`config.mk`:
```
export PLATFORM = sky130hd
export DESIGN_NAME = sum_job_scheduler
export DESIGN_NICKNAME = d
export VERILOG_FILES = /design/src/rtl/sum_job_scheduler_pkg.sv /design/src/rtl/sum_job_scheduler_rr_arbiter2.sv /design/src/rtl/sum_job_scheduler.sv
export SDC_FILE = /design/constraint.sdc
export NUM_CORES = 1
export LEC_CHECK = 0
export BUFFER_PORTS_ARGS = -buffer_cell sky130_fd_sc_hd__buf_4
export CORE_MARGIN = 4
export CORE_UTILIZATION = 51
export DETAILED_ROUTE_END_ITERATION = 7
export PLACE_DENSITY = 0.84
export SLEW_MARGIN = 30
export SYNTH_ARGS = -nofsm -noshare
export SYNTH_HDL_FRONTEND = slang
export SYNTH_HIERARCHICAL = 1
export SYNTH_SLANG_ARGS = --single-unit
```
`constraint.sdc`:
```
create_clock -name clk -period 4.2 [get_ports clk]
set_input_delay 0.63 -clock clk [delete_from_list [all_inputs] [get_ports clk]]
set_output_delay 0.63 -clock clk [all_outputs]
set_load 0.05 [all_outputs]
```
`src/rtl/sum_job_scheduler_pkg.sv`:
```
// Shared types and defaults for the sum job scheduler: FSM state encodings,
// requester index type and the default datapath widths.
package sum_sched_pkg;

    localparam int DEF_NUM_W          = 6;
    localparam int DEF_ACC_W          = 11;
    localparam int DEF_TIMEOUT_CYCLES = 1023;

    typedef logic [1:0] sched_state_t;

    localparam sched_state_t ST_IDLE  = 2'd0;
    localparam sched_state_t ST_LOAD  = 2'd1;
    localparam sched_state_t ST_RUN   = 2'd2;
    localparam sched_state_t ST_STORE = 2'd3;

    // Requester 0 or 1
    typedef logic req_idx_t;

    function automatic logic [1:0] idx_to_onehot(input req_idx_t idx);
        return idx ? 2'b10 : 2'b01;
    endfunction

endpackage

```
`src/rtl/sum_job_scheduler_rr_arbiter2.sv`:
```
// Two-way round-robin arbiter: on a tie the requester that was not served
// last wins. Purely combinational; grant is one-hot or zero.
module rr_arbiter2
    import sum_sched_pkg::*;
(
    input  logic [1:0] req,
    input  req_idx_t   last,
    output logic [1:0] gnt
);

    always_comb begin
        gnt = 2'b00;
        case (req)
            2'b01:   gnt = 2'b01;
            2'b10:   gnt = 2'b10;
            2'b11:   gnt = idx_to_onehot(~last);
            default: gnt = 2'b00;
        endcase
    end

endmodule

```
`src/rtl/sum_job_scheduler.sv`:
```
// Shares one running-sum engine between two requesters: arbitrate, latch the
// target, sequence clear/run/store. Optional RUN timeout: SUM_SCHED_TIMEOUT_EN.
module sum_job_scheduler
    import sum_sched_pkg::*;
#(
    parameter int NUM_W          = DEF_NUM_W,
    parameter int ACC_W          = DEF_ACC_W,
    parameter int TIMEOUT_CYCLES = DEF_TIMEOUT_CYCLES
) (
    input  logic             clk,
    input  logic             rst,
    input  logic [1:0]       req,
    input  logic [NUM_W-1:0] num0,
    input  logic [NUM_W-1:0] num1,
    output logic [1:0]       grant,
    output logic [1:0]       done,
    output logic [ACC_W-1:0] result0,
    output logic [ACC_W-1:0] result1,
    output logic             eng_clear,
    output logic             eng_en,
    output logic [NUM_W-1:0] eng_target,
    input  logic             eng_max_reached,
    input  logic [ACC_W-1:0] eng_accum,
    output logic [1:0]       status_led,
    output logic [1:0]       err
);

    sched_state_t     state_reg;
    sched_state_t     state_next;
    req_idx_t         g_reg;
    req_idx_t         ptr_reg;
    req_idx_t         win_idx;
    logic [NUM_W-1:0] target_reg;
    logic             stored_reg;
    logic [1:0]       arb_gnt;
    logic             accept;
    logic             busy;
    logic             in_store;
    logic             timeout_hit;
    logic [ACC_W-1:0] store_value;

    rr_arbiter2 u_arb (
        .req  (req),
        .last (ptr_reg),
        .gnt  (arb_gnt)
    );

    assign win_idx     = arb_gnt[1] & ~arb_gnt[0];
    assign accept      = (state_reg == ST_IDLE) && (|req);
    assign busy        = (state_reg != ST_IDLE);
    assign in_store    = (state_reg == ST_STORE);
    // A zero target never runs the engine, so its accumulator is not trusted
    assign store_value = (target_reg == '0) ? '0 : eng_accum;

`ifdef SUM_SCHED_TIMEOUT_EN
    localparam int CNT_W = $clog2(TIMEOUT_CYCLES + 1);

    logic [CNT_W-1:0] run_cnt_reg;
    logic [1:0]       err_reg;

    assign timeout_hit = (state_reg == ST_RUN) && !eng_max_reached
                         && (run_cnt_reg == CNT_W'(TIMEOUT_CYCLES - 1));

    always_ff @(posedge clk or posedge rst) begin
        if (rst) begin
            run_cnt_reg <= '0;
            err_reg     <= 2'b00;
        end else begin
            run_cnt_reg <= (state_reg == ST_RUN) ? run_cnt_reg + 1'b1 : '0;
            err_reg     <= timeout_hit ? idx_to_onehot(g_reg) : 2'b00;
        end
    end

    assign err = err_reg;
`else
    assign timeout_hit = (TIMEOUT_CYCLES < 0);
    assign err         = 2'b00;
`endif

    always_comb begin
        state_next = state_reg;
        case (state_reg)
            ST_IDLE:  if (|req) state_next = ST_LOAD;
            ST_LOAD:  state_next = (target_reg == '0) ? ST_STORE : ST_RUN;
            ST_RUN: begin
                if (eng_max_reached)  state_next = ST_STORE;
                else if (timeout_hit) state_next = ST_IDLE;
            end
            ST_STORE: state_next = ST_IDLE;
            default:  state_next = ST_IDLE;
        endcase
    end

    // Pointer resets to 1 so requester 0 wins the first-ever tie
    always_ff @(posedge clk or posedge rst) begin
        if (rst) begin
            state_reg  <= ST_IDLE;
            g_reg      <= 1'b0;
            ptr_reg    <= 1'b1;
            target_reg <= '0;
            stored_reg <= 1'b0;
        end else begin
            state_reg <= state_next;
            if (accept) begin
                g_reg      <= win_idx;
                target_reg <= win_idx ? num1 : num0;
            end
            if (in_store || timeout_hit)
                ptr_reg <= g_reg;
            if (in_store)
                stored_reg <= 1'b1;
        end
    end

    genvar gi;
    generate
        for (gi = 0; gi < 2; gi++) begin : g_req
            logic [ACC_W-1:0] result_reg;
            logic             is_mine;

            assign is_mine = (g_reg == req_idx_t'(gi));

            always_ff @(posedge clk or posedge rst) begin
                if (rst)
                    result_reg <= '0;
                else if (in_store && is_mine)
                    result_reg <= store_value;
            end

            assign grant[gi] = busy && is_mine;
            assign done[gi]  = in_store && is_mine;
        end
    endgenerate

    assign result0    = g_req[0].result_reg;
    assign result1    = g_req[1].result_reg;
    assign eng_clear  = (state_reg == ST_LOAD);
    assign eng_en     = (state_reg == ST_RUN);
    assign eng_target = target_reg;
    assign status_led = {stored_reg, (state_reg == ST_RUN)};

endmodule

```
# Word-level counts from Yosys, hierarchy flattened
# Index checks and enable logic that the tools add are counted.
word_totals:
  register_bits: 33
  in_bits: 28
  output_inout_bits: 38
  word_cells: 36
classes:
  n_eq_ne: 8
  n_mux: 8
  n_bitwise: 3
  reduce_logical: 10
op_table:
  columns: ["operator", "count"]
  rows:
  - ["11-bit two-way mux", 1]
  - ["2-bit equality test (second input constant)", 4]
  - ["2-bit case mux with 4 select lines", 1]
  - ["6-bit logical NOT", 1]
  - ["2-bit two-way mux", 3]
  - ["6-bit two-way mux", 1]
  - ["2-bit case mux with 3 select lines", 1]
  - ["1-bit logical AND", 5]
  - ["2-bit by 1-bit equality test with 1-bit output (second input constant)", 2]
  - ["2-bit by 1-bit inequality test with 1-bit output (second input constant)", 2]
  - ["2-bit logical NOT", 1]
  - ["1-bit inverter", 2]
  - ["2-bit AND reduction", 1]
  - ["2-bit nonzero test", 1]
  - ["2-bit OR reduction", 1]
  - ["1-bit AND", 1]
  - ["1-bit two-way mux", 1]

# Longest topological paths before layout
# Gate-level depths: netlist of the first run.
depth:
  ltp_word: 5
  ltp_mapped: 6
  mapped_depth_nobuf: 5

# By module
# The synthesis of the first run kept the hierarchy.
modules_own_cells:
  columns: ["module", "n_inst", "cells_per_inst", "area_per_inst_um2", "seq_area_each_um2"]
  rows:
  - ["sum_job_scheduler", 1, 161, 1599.0, 827.0]
  - ["rr_arbiter2", 1, 3, 18.8, 0.0]

# Least setup slack after synthesis of the first run
# No wires, ideal clock.
synth_path:
  path_type: "flip-flop to output port"
  start: "register state_reg[0]"
  end: "output grant[1]"
  arrival_time_ns: 1.420
  required_ns: 3.570
  slack_ns: 2.150
  stages_incl_launch_ff: 4
  n_path_buf: 0
  path_cell_list: "dfrtp_1 -> inv_1 -> ha_1 -> nor2b_1"
synth_via:
  elab_chain_cells: 2
synth_rtl:
  columns: ["item", "line_no", "rtl"]
  rows:
  - ["start, declared", "sum_job_scheduler.sv:28", "sched_state_t state_reg;"]
  - ["start signal, assigned", "sum_job_scheduler.sv:103", "state_reg <= state_next;"]
  - ["2-bit nonzero test", "sum_job_scheduler.sv:50", "assign busy = (state_reg != ST_IDLE);"]
  - ["1-bit logical AND", "sum_job_scheduler.sv:130", "assign grant[gi] = busy && is_mine;"]
  - ["end, declared", "sum_job_scheduler.sv:15", "output logic [1:0] grant,"]
# Every way passes these cells.

# Final worst setup path of the first run
layout_path:
  start: "register state_reg[0]"
  end: "output done[0]"
layout_via:
  elab_chain_cells: 2
layout_rtl:
  columns: ["item", "line_no", "rtl"]
  rows:
  - ["2-bit equality test", "sum_job_scheduler.sv:51", "assign in_store = (state_reg == ST_STORE);"]
  - ["1-bit logical AND", "sum_job_scheduler.sv:131", "assign done[gi] = in_store && is_mine;"]
  - ["end, declared", "sum_job_scheduler.sv:16", "output logic [1:0] done,"]
# Every way passes these cells.

==> results of run 1 <==
## worst reg2reg max path, stage by stage (launching register included)
cell and delay (ns):
dfrtp_1 0.43, ha_1 0.24, nand2b_1 0.34, inv_1 0.28
nand2_1 0.13, o21ai_0 0.08
## logic make-up (layout without fill, tap and decap cells)
logic type                 count (synthesis)  count (layout)  synth area share
AOI/OAI and AO/OA                         36              36             0.166
adders and majority gates                  4               4            0.0309
buffers and inverters                     19              79            0.0773
DFF                                       33              33             0.511
muxes                                      8               8            0.0503
other                                      1               2           0.00232
and+or+nand+nor                           63              63             0.162
## placed cells by master, fill, tap and decap left out
cell type / Yosys / layout
dfrtp_1: 32 / 32
o21ai_2: 20 / 20
nor2b_1: 2 / 2
a21oi_1: 1 / 1
a311oi_1: 1 / 1
a21boi_0: 1 / 1
o21ai_0: 10 / 10
dfstp_2: 1 / 1
mux2i_1: 7 / 7
nor2_1: 4 / 4
clkbuf_1: 1 / 1
o21ai_1: 1 / 1
bufinv_16: 0 / 1
nand2b_1: 2 / 2
inv_1: 7 / 7
mux2_2: 1 / 1
a21boi_1: 1 / 1
clkbuf_4: 0 / 5
or2_2: 1 / 1
nand2_1: 52 / 52
and2_4: 1 / 1
conb_1: 1 / 2
buf_4: 4 / 64
clkbuf_8: 0 / 1
ha_1: 4 / 4
a211o_1: 1 / 1
nor4_2: 1 / 1
## through the flow
stage | area (sq um) | utilization | cells | hold slack (ns) | setup slack, ns
finish | 2140 | 0.702 | 269 | 0.367 | 1.68
global route | 2140 | 0.702 | 269 | 0.387 | 1.54
CTS | 2140 | 0.702 | 269 | 0.372 | 1.67
detailed placement | 2060 | 0.674 | 261 | 0.459 | 2.05
global placement | 2060 | 0.674 | 261 | 0.466 | 2.07
floorplan | 1620 | - | 165 | 0.438 | 2.15
## layout make-up
class	instances	area, sq um
clock inverters	1	30.0
repair buffers	64	480
clock buffers	7	55.1
multi-input cells	113	669
inverters	7	26.3
flip-flops and latches	33	827
well taps	44	55.1
fillers	266	910
## final timing paths
check                           cells past startpoint          from           to
min in group clk                                    1    stored_reg   stored_reg
worst max-delay path                                4  state_reg[0]      done[0]
worst max register to register                      5  state_reg[0]  result0[10]
max in group asynchronous                           3           rst      ptr_reg
worst min-delay path                                3           rst   result1[3]
worst min register to register                      1    stored_reg   stored_reg
## metal layers
layer  vias up  share of wire
li1        648              -
met1       572           0.43
met2        57           0.46
met3         5           0.10
met4         0         0.0091
met5         -              0
==> results.md, run 1 <==
- Status: finished clean
- Die span in y: approximately 64 microns
- Worst EP required: around 3.6 ns
- Antenna cell count: 0
- Total CTS buffers: 5
- CP peak stage delay: around 0.43 ns
- Crit. End Element: output pin
- Met2 GRT Util: 0.295
- CP Max Fanout: 12
- GPL Wtd Cong: ~0.73
- First-pass DRT Iterations: 4
- RSZ-0062 raised after global routing: false
- Vias in the first global route: 1243
- Skew-Pair Late Insertion Delay: around 0.33 ns
- Wire length per cell: between 10 and 15 microns
- Vias/cell: 4.77
- Final min period: approximately 2.5 ns
- R2R setup slack: between 2 and 3 ns
- Library cells used by synthesis: 26
- Post-CTS Resized: 0
- Startpoint types: flop
- Slew Limit Fails: 0
- #FFs+latches synth: 33
- Fmax: around 400 MHz
- Row cnt: 20
- Max Root-Sink Buffers: 2
- GR Overflow Total: 0
- CP max stage cell: dfrtp_1
- Die area: between 4000 and 5000 sq um
- Max-cap violation count: 0
- Setup violations, final: 0
- Rel. slew slack: 0.513
- Most used DFF post-synth: dfrtp_1
- Vias: about 1300
- EDFF count, synth: 0
- I/O pins: 66
- Initial Util: 0.530
- Worst Tran Pin Value: around 0.73 ns
- Share of layout cells above drive strength 1: 0.427
- Async SR Flop Fraction: 1.00
- Post-Synthesis Cells: around 160
- Most frequent cells after synthesis: 52 x nand2_1, 32 x dfrtp_1, 20 x o21ai_2
- Routing usage on met1: 0.224
- Post-Route WL: approximately 3.5 mm
- Clk slew on worst S/H paths: around 0.10 ns
- Starting DRT DRC Count: between 50 and 60
- Largest net degree at the start of global routing: 34
- Crit share post-route: 0.599
- M3 GR Usage: 0.0826
- Die W: 64.3 microns
- Hold Buf Count CTS: 0
- CTS H-tree lvls: 2
- Final #Nets: about 260
- DP Wirelength: 2.71 mm
- Synth area leader: dfrtp_1
- Post-route ant nets: 0
- GR peak layer: met2
- Clock Tree Root: clkbuf_4
- Global Route Usage Sum: 0.183
- Synth top area cells: dfrtp_1 49%, nand2_1 12%, o21ai_2 11%
- Yosys top cell area share: 0.495
- Syn_area_per_cell: between 9 and 10 sq um
- Core area: about 3100 sq um
- Most frequent cell after synthesis: nand2_1
- CP top delay family: buffers and inverters
- Initial antenna violation count: 0
- Post-synthesis sequential area ratio: 0.511
- Synth warnings: 6
- Drc violations: 0
- Cells along the critical path: ha_1 > nand2b_1 > inv_1 > buf_4
- Worst Path Arrival: roughly 1.9 ns
- CTS sink cnt: 33
- First-pass GRT wire length: 5.75 mm
- Worst Skew: 0.0103 ns
- HP Class: input port to asynchronous set/reset pin
- Setup Fix Bufs, Post-CTS: 0
- Final-report hold violation count: 0
- Final setup TNS: 0 ns
- CP Buf/Inv Count: 2
- Area delta synth->final: 32.5%
- CTS tree: built
- Syn Std Cell Area: 1620 sq um
- Crit path kind: flop to output pin
- PortBufs: 63
Power of run 1 is not shown: default switching activity piles up to over one toggle a cycle in this logic, so the estimate is an artifact.
==> run 2: changes to the inputs <==
--- a/config.mk
+++ b/config.mk
@@ -7,9 +7,9 @@
 export LEC_CHECK = 0
 export BUFFER_PORTS_ARGS = -buffer_cell sky130_fd_sc_hd__buf_4
 export CORE_MARGIN = 4
-export CORE_UTILIZATION = 51
+export CORE_UTILIZATION = 47
 export DETAILED_ROUTE_END_ITERATION = 7
-export PLACE_DENSITY = 0.84
+export PLACE_DENSITY = 0.78
 export SLEW_MARGIN = 30
 export SYNTH_ARGS = -nofsm -noshare
 export SYNTH_HDL_FRONTEND = slang
==> constraint.sdc (replaced) <==
create_clock -name clk -period 2.63 [get_ports clk]
set_input_delay 0.3945 -clock clk [delete_from_list [all_inputs] [get_ports clk]]
set_output_delay 0.3945 -clock clk [all_outputs]
set_load 0.05 [all_outputs]
==> results.md, run 2 (synthesis results as in run 1) <==
- CTS tree: built
- First-pass DRT Iterations: 4
- Post-route ant nets: 0
- Clk slew on worst S/H paths: about 0.1 ns
- Fmax: about 460 MHz
- Largest net degree at the start of global routing: 34
- Global Route Usage Sum: 0.176
- Worst Path Arrival: approximately 1.8 ns
- Setup Fix Bufs, Post-CTS: 0
- Worst Skew: 0.0119 ns
- CTS H-tree lvls: 2
- Die W: 66.7 microns
- Post-Route WL: around 3.5 mm
- PortBufs: 63
- Share of layout cells above drive strength 1: 0.423
- Setup crit start: state_reg[1]
- RR Startpoint: state_reg[0]
- Fill count: between 300 and 400
- Slew Limit Fails: 0
- DP Wirelength: roughly 2.6 mm
- Status: finished clean
- First-pass GRT wire length: 5.84 mm
- Reg2reg end: result0[4]
- Final min period: roughly 2.2 ns
- Die area: about 4400 sq um
- Core area: 3340 sq um
- Final #Nets: 258
- Total CTS buffers: 5
- CTS sink cnt: 33
- Initial antenna violation count: 0
- Initial Util: 0.485
- Worst Tran Pin Value: roughly 0.74 ns
- RSZ-0062 raised after global routing: false
- GPL Wtd Cong: ~0.72
- Vias: roughly 1300
- Drc violations: 0
- Row cnt: 21
- Area delta synth->final: 31.3%
- CP Max Fanout: 13
- Crit share post-route: 0.833
- Post-CTS Resized: 0
- Max Root-Sink Buffers: 2
- Final setup TNS: 0 ns
- Die span in y: ~67 microns
- Final-report hold violation count: 0
- Reg2Reg Depth: 6
- Vias in the first global route: 1306
- R2R setup slack: approximately 1 ns
- Footprint of the multi-input gates: between 600 and 700 sq um
- Most common cell after layout, fill and taps aside: buf_4
- Rel. slew slack: 0.505
- Crit path kind: flop to output pin
- Skew-Pair Late Insertion Delay: around 0.34 ns
- Worst EP required: between 2 and 2.5 ns
- GR Overflow Total: 0
- Hold Buf Count CTS: 0
- Crit. End Element: output pin
- HP Class: input port to asynchronous set/reset pin
- Antenna cell count: 0
- Vias/cell: ~4.8
- Max-cap violation count: 0
- Startpoint types: flop
- Reg area: a little over 800 sq um
- Starting DRT DRC Count: between 60 and 70
- Commonest cells after routing, fill and taps aside: 66 x buf_4, 52 x nand2_1, 32 x dfrtp_1
- Setup violations, final: 0
- Wire length per cell: about 13 microns
- Clock Tree Root: clkbuf_4
- I/O pins: 66
## run 2: cell types whose count changed in the layout (fill, tap and decap cells not counted), sizes merged
cell    previous run  this run
bufinv             1         0
buf               64        66
clkbuf             7         8
## run 2: area by class of cell
class,instances,share of cell area
clock buffer,8,0.0230
inverter,7,0.0124
multi-input combinational,113,0.315
sequential,33,0.389
tap,46,0.0271
timing repair buffer,66,0.233
## run 2: per-stage QoR
step / hold WS [ns] / setup slack, ns / utilization / cell area, sq um / std cells
CTS: 0.138 / 0.430 / 0.637 / 2120 / 273
floorplan: 0.438 / 0.816 / - / 1620 / 165
global route: 0.159 / 0.316 / 0.637 / 2120 / 273
detailed placement: 0.467 / 0.818 / 0.622 / 2080 / 265
global placement: 0.461 / 0.871 / 0.622 / 2080 / 265
finish: 0.135 / 0.440 / 0.637 / 2120 / 273
## run 2: critical path, stage by stage (launching register included)
cell	delay [ns]
dfrtp_1	0.42
ha_1	0.22
nand2_1	0.07
buf_4	0.18
inv_1	0.29
buf_4	0.27
## run 2: layer usage
layer	track usage	part of all wire	vias to the layer above
met5	0	0	-
met4	0.0838	0.013	0
met3	0.0641	0.10	6
met2	0.269	0.43	56
met1	0.219	0.45	598
li1	-	-	656
## run 2: worst max-delay path by stage
stage,endpoint,cells after the start,slack [ns]
global placement,done[1],5,0.87
floorplan,grant[1],3,0.82
finish,done[1],5,0.44
detailed placement,done[1],5,0.82
global route,done[1],5,0.32
CTS,done[1],5,0.43
Power of run 2 is left out for the same reason.
==> run 3: changes to the inputs <==
--- a/config.mk
+++ b/config.mk
@@ -5,11 +5,12 @@
 export SDC_FILE = /design/constraint.sdc
 export NUM_CORES = 1
 export LEC_CHECK = 0
+export ABC_AREA = 1
 export BUFFER_PORTS_ARGS = -buffer_cell sky130_fd_sc_hd__buf_4
 export CORE_MARGIN = 4
 export CORE_UTILIZATION = 47
 export DETAILED_ROUTE_END_ITERATION = 7
-export PLACE_DENSITY = 0.78
+export PLACE_DENSITY = 0.79
 export SLEW_MARGIN = 30
 export SYNTH_ARGS = -nofsm -noshare
 export SYNTH_HDL_FRONTEND = slang
==> constraint.sdc (replaced) <==
create_clock -name clk -period 2.05 [get_ports clk]
set_input_delay 0.3075 -clock clk [delete_from_list [all_inputs] [get_ports clk]]
set_output_delay 0.3075 -clock clk [all_outputs]
set_load 0.05 [all_outputs]
==> results.md, run 3 <==
- Status: finished clean
- Commonest cells after routing, fill and taps aside: 64 x buf_4, 60 x nand2_1, 32 x dfrtp_1
- DP Wirelength: between 2 and 3 mm
- Most used DFF post-synth: dfrtp_1
- Post-Synthesis Cells: 180
- CTS H-tree lvls: 2
- Final #Nets: between 200 and 300
- Syn Std Cell Area: 1530 sq um
- Area delta synth->final: 36.5%
- Most common cell after layout, fill and taps aside: buf_4
- CP top delay family: flip-flops
- Synth area leader: dfrtp_1
- Worst Tran Pin Value: about 0.71 ns
- CTS tree: built
- Largest net degree at the start of global routing: 34
- Async SR Flop Fraction: 1.00
- Drc violations: 0
- Starting DRT DRC Count: 53
- Post-Route WL: roughly 3.6 mm
- Fill count: ~270
- Hold Buf Count CTS: 0
- Reg area: slightly above 800 sq um
- Vias: between 1000 and 1500
- Final setup margin: roughly 0.13 ns
- GR Overflow Total: 0
- Max Root-Sink Buffers: 2
- HP Class: input port to asynchronous set/reset pin
- Clk slew on worst S/H paths: roughly 0.10 ns
- Cells along the critical path: ha_1 > inv_1 > nor2_4 > buf_4
- CP Max Fanout: 13
- Initial antenna violation count: 0
- Final min period: 1.92 ns
- Layout Cells excl Fill: ~290
- CP Depth: 4
- First-pass DRT Iterations: 4
- Clock Tree Root: clkbuf_4
- Core area: 3080 sq um
- Total CTS buffers: 5
- Worst EP required: ~1.7 ns
- Setup violations, final: 0
- Die W: roughly 65 microns
- #FFs+latches synth: 33
- Rel. slew slack: 0.525
- Share of layout cells above drive strength 1: 0.317
- CP max stage cell: dfrtp_1
- PortBufs: 63
- RSZ-0062 raised after global routing: false
- EDFF count, synth: 0
- Final-report hold violation count: 0
- Die span in y: between 60 and 70 microns
- Post-Place Cells: roughly 280
- Synth top area cells: dfrtp_1 52%, nand2_1 15%, nand3_1 7.8%
- Post-route ant nets: 0
- Reg2Reg Depth: 4
- Skew-Pair Late Insertion Delay: between 0.3 and 0.4 ns
- CP Buf/Inv Count: 2
- I/O pins: 66
- Vias/cell: approximately 4.7
- Die area: roughly 4200 sq um
- Max-cap violation count: 0
- Fmax: 521 MHz
- First-pass GRT wire length: slightly below 6 mm
- Yosys top cell area share: 0.523
- GPL Wtd Cong: between 0.8 and 0.9
- Wire length per cell: between 10 and 15 microns
- Crit share post-route: 0.937
- Post-synthesis sequential area ratio: 0.540
- Footprint of the multi-input gates: around 590 sq um
- Initial Util: 0.497
- Pre-CTS WS: about 0.45 ns
- Most frequent cell after synthesis: nand2_1
- Most frequent cells after synthesis: 60 x nand2_1, 32 x dfrtp_1, 24 x nand3_1
- Syn_area_per_cell: between 8 and 9 sq um
- Library cells used by synthesis: 20
- CTS sink cnt: 33
- Startpoint types: flop
- Row cnt: 20
- Worst Skew: between 0.005 and 0.006 ns
- Slew Limit Fails: 0
- Crit path kind: flop to output pin
- CP peak stage delay: between 0.4 and 0.5 ns
- Worst Path Arrival: between 1.5 and 2 ns
- Final core occ: 0.678
- Crit. End Element: output pin
- Antenna cell count: 0
- Vias in the first global route: roughly 1200
- Global Route Usage Sum: 0.181
- Final setup TNS: 0 ns
- Synth warnings: 6
-- run 3: cell type report --
type / count / share of cell area
multi-input combinational: 126 / 0.285
tap: 44 / 0.0264
timing repair buffer: 64 / 0.230
clock buffer: 7 / 0.0264
inverter: 12 / 0.0222
clock inverter: 1 / 0.0144
sequential: 33 / 0.396
-- run 3: stage by stage --
step,hold slack (ns),area [sq um]
after floorplan,0.436,1530
after global placement,0.422,2000
after detailed placement,0.418,2000
after CTS,0.0547,2080
after global routing,0.0737,2090
final,0.0523,2090
-- run 3: cell families after synthesis --
group,Yosys count,synth area share
AO/OA/AOI/OAI,17,0.0556
flip-flops,33,0.540
adder cells (fa/ha/maj),4,0.0327
AND/OR/NAND/NOR,103,0.292
buffers and inverters,22,0.0769
other,1,0.00245
-- run 3: worst register-to-register path, delay by kind of cell (launching register included) --
| family | cells | cell delay (ns) |
|---|---|---|
| simple gates | 4 | 1.05 |
| flops | 1 | 0.40 |
-- run 3: routing by layer --
layer | GRT usage | up-vias | share of wire
li1 | - | 695 | -
met4 | 0.0855 | 0 | 0.022
met2 | 0.258 | 42 | 0.45
met1 | 0.244 | 612 | 0.45
met3 | 0.0676 | 7 | 0.070
met5 | 0 | - | 0
-- run 3: repair_timing --
item / in CTS / in global routing
resized for setup: 0 / 1
setup endpoints to repair: 0 / 1
setup buffers: 0 / 0
-- run 3: worst paths after layout --
path                               start          to  slack, ns
setup / recovery            state_reg[0]     done[0]       0.13
hold / removal                       rst  result1[3]       0.05
setup reg to reg           eng_target[4]  result0[1]       0.49
hold reg to reg               stored_reg  stored_reg       0.49
max in group asynchronous            rst     ptr_reg       1.67
min in group clk            eng_accum[0]  result0[0]       0.21
Power of run 3 is left out for the same reason.
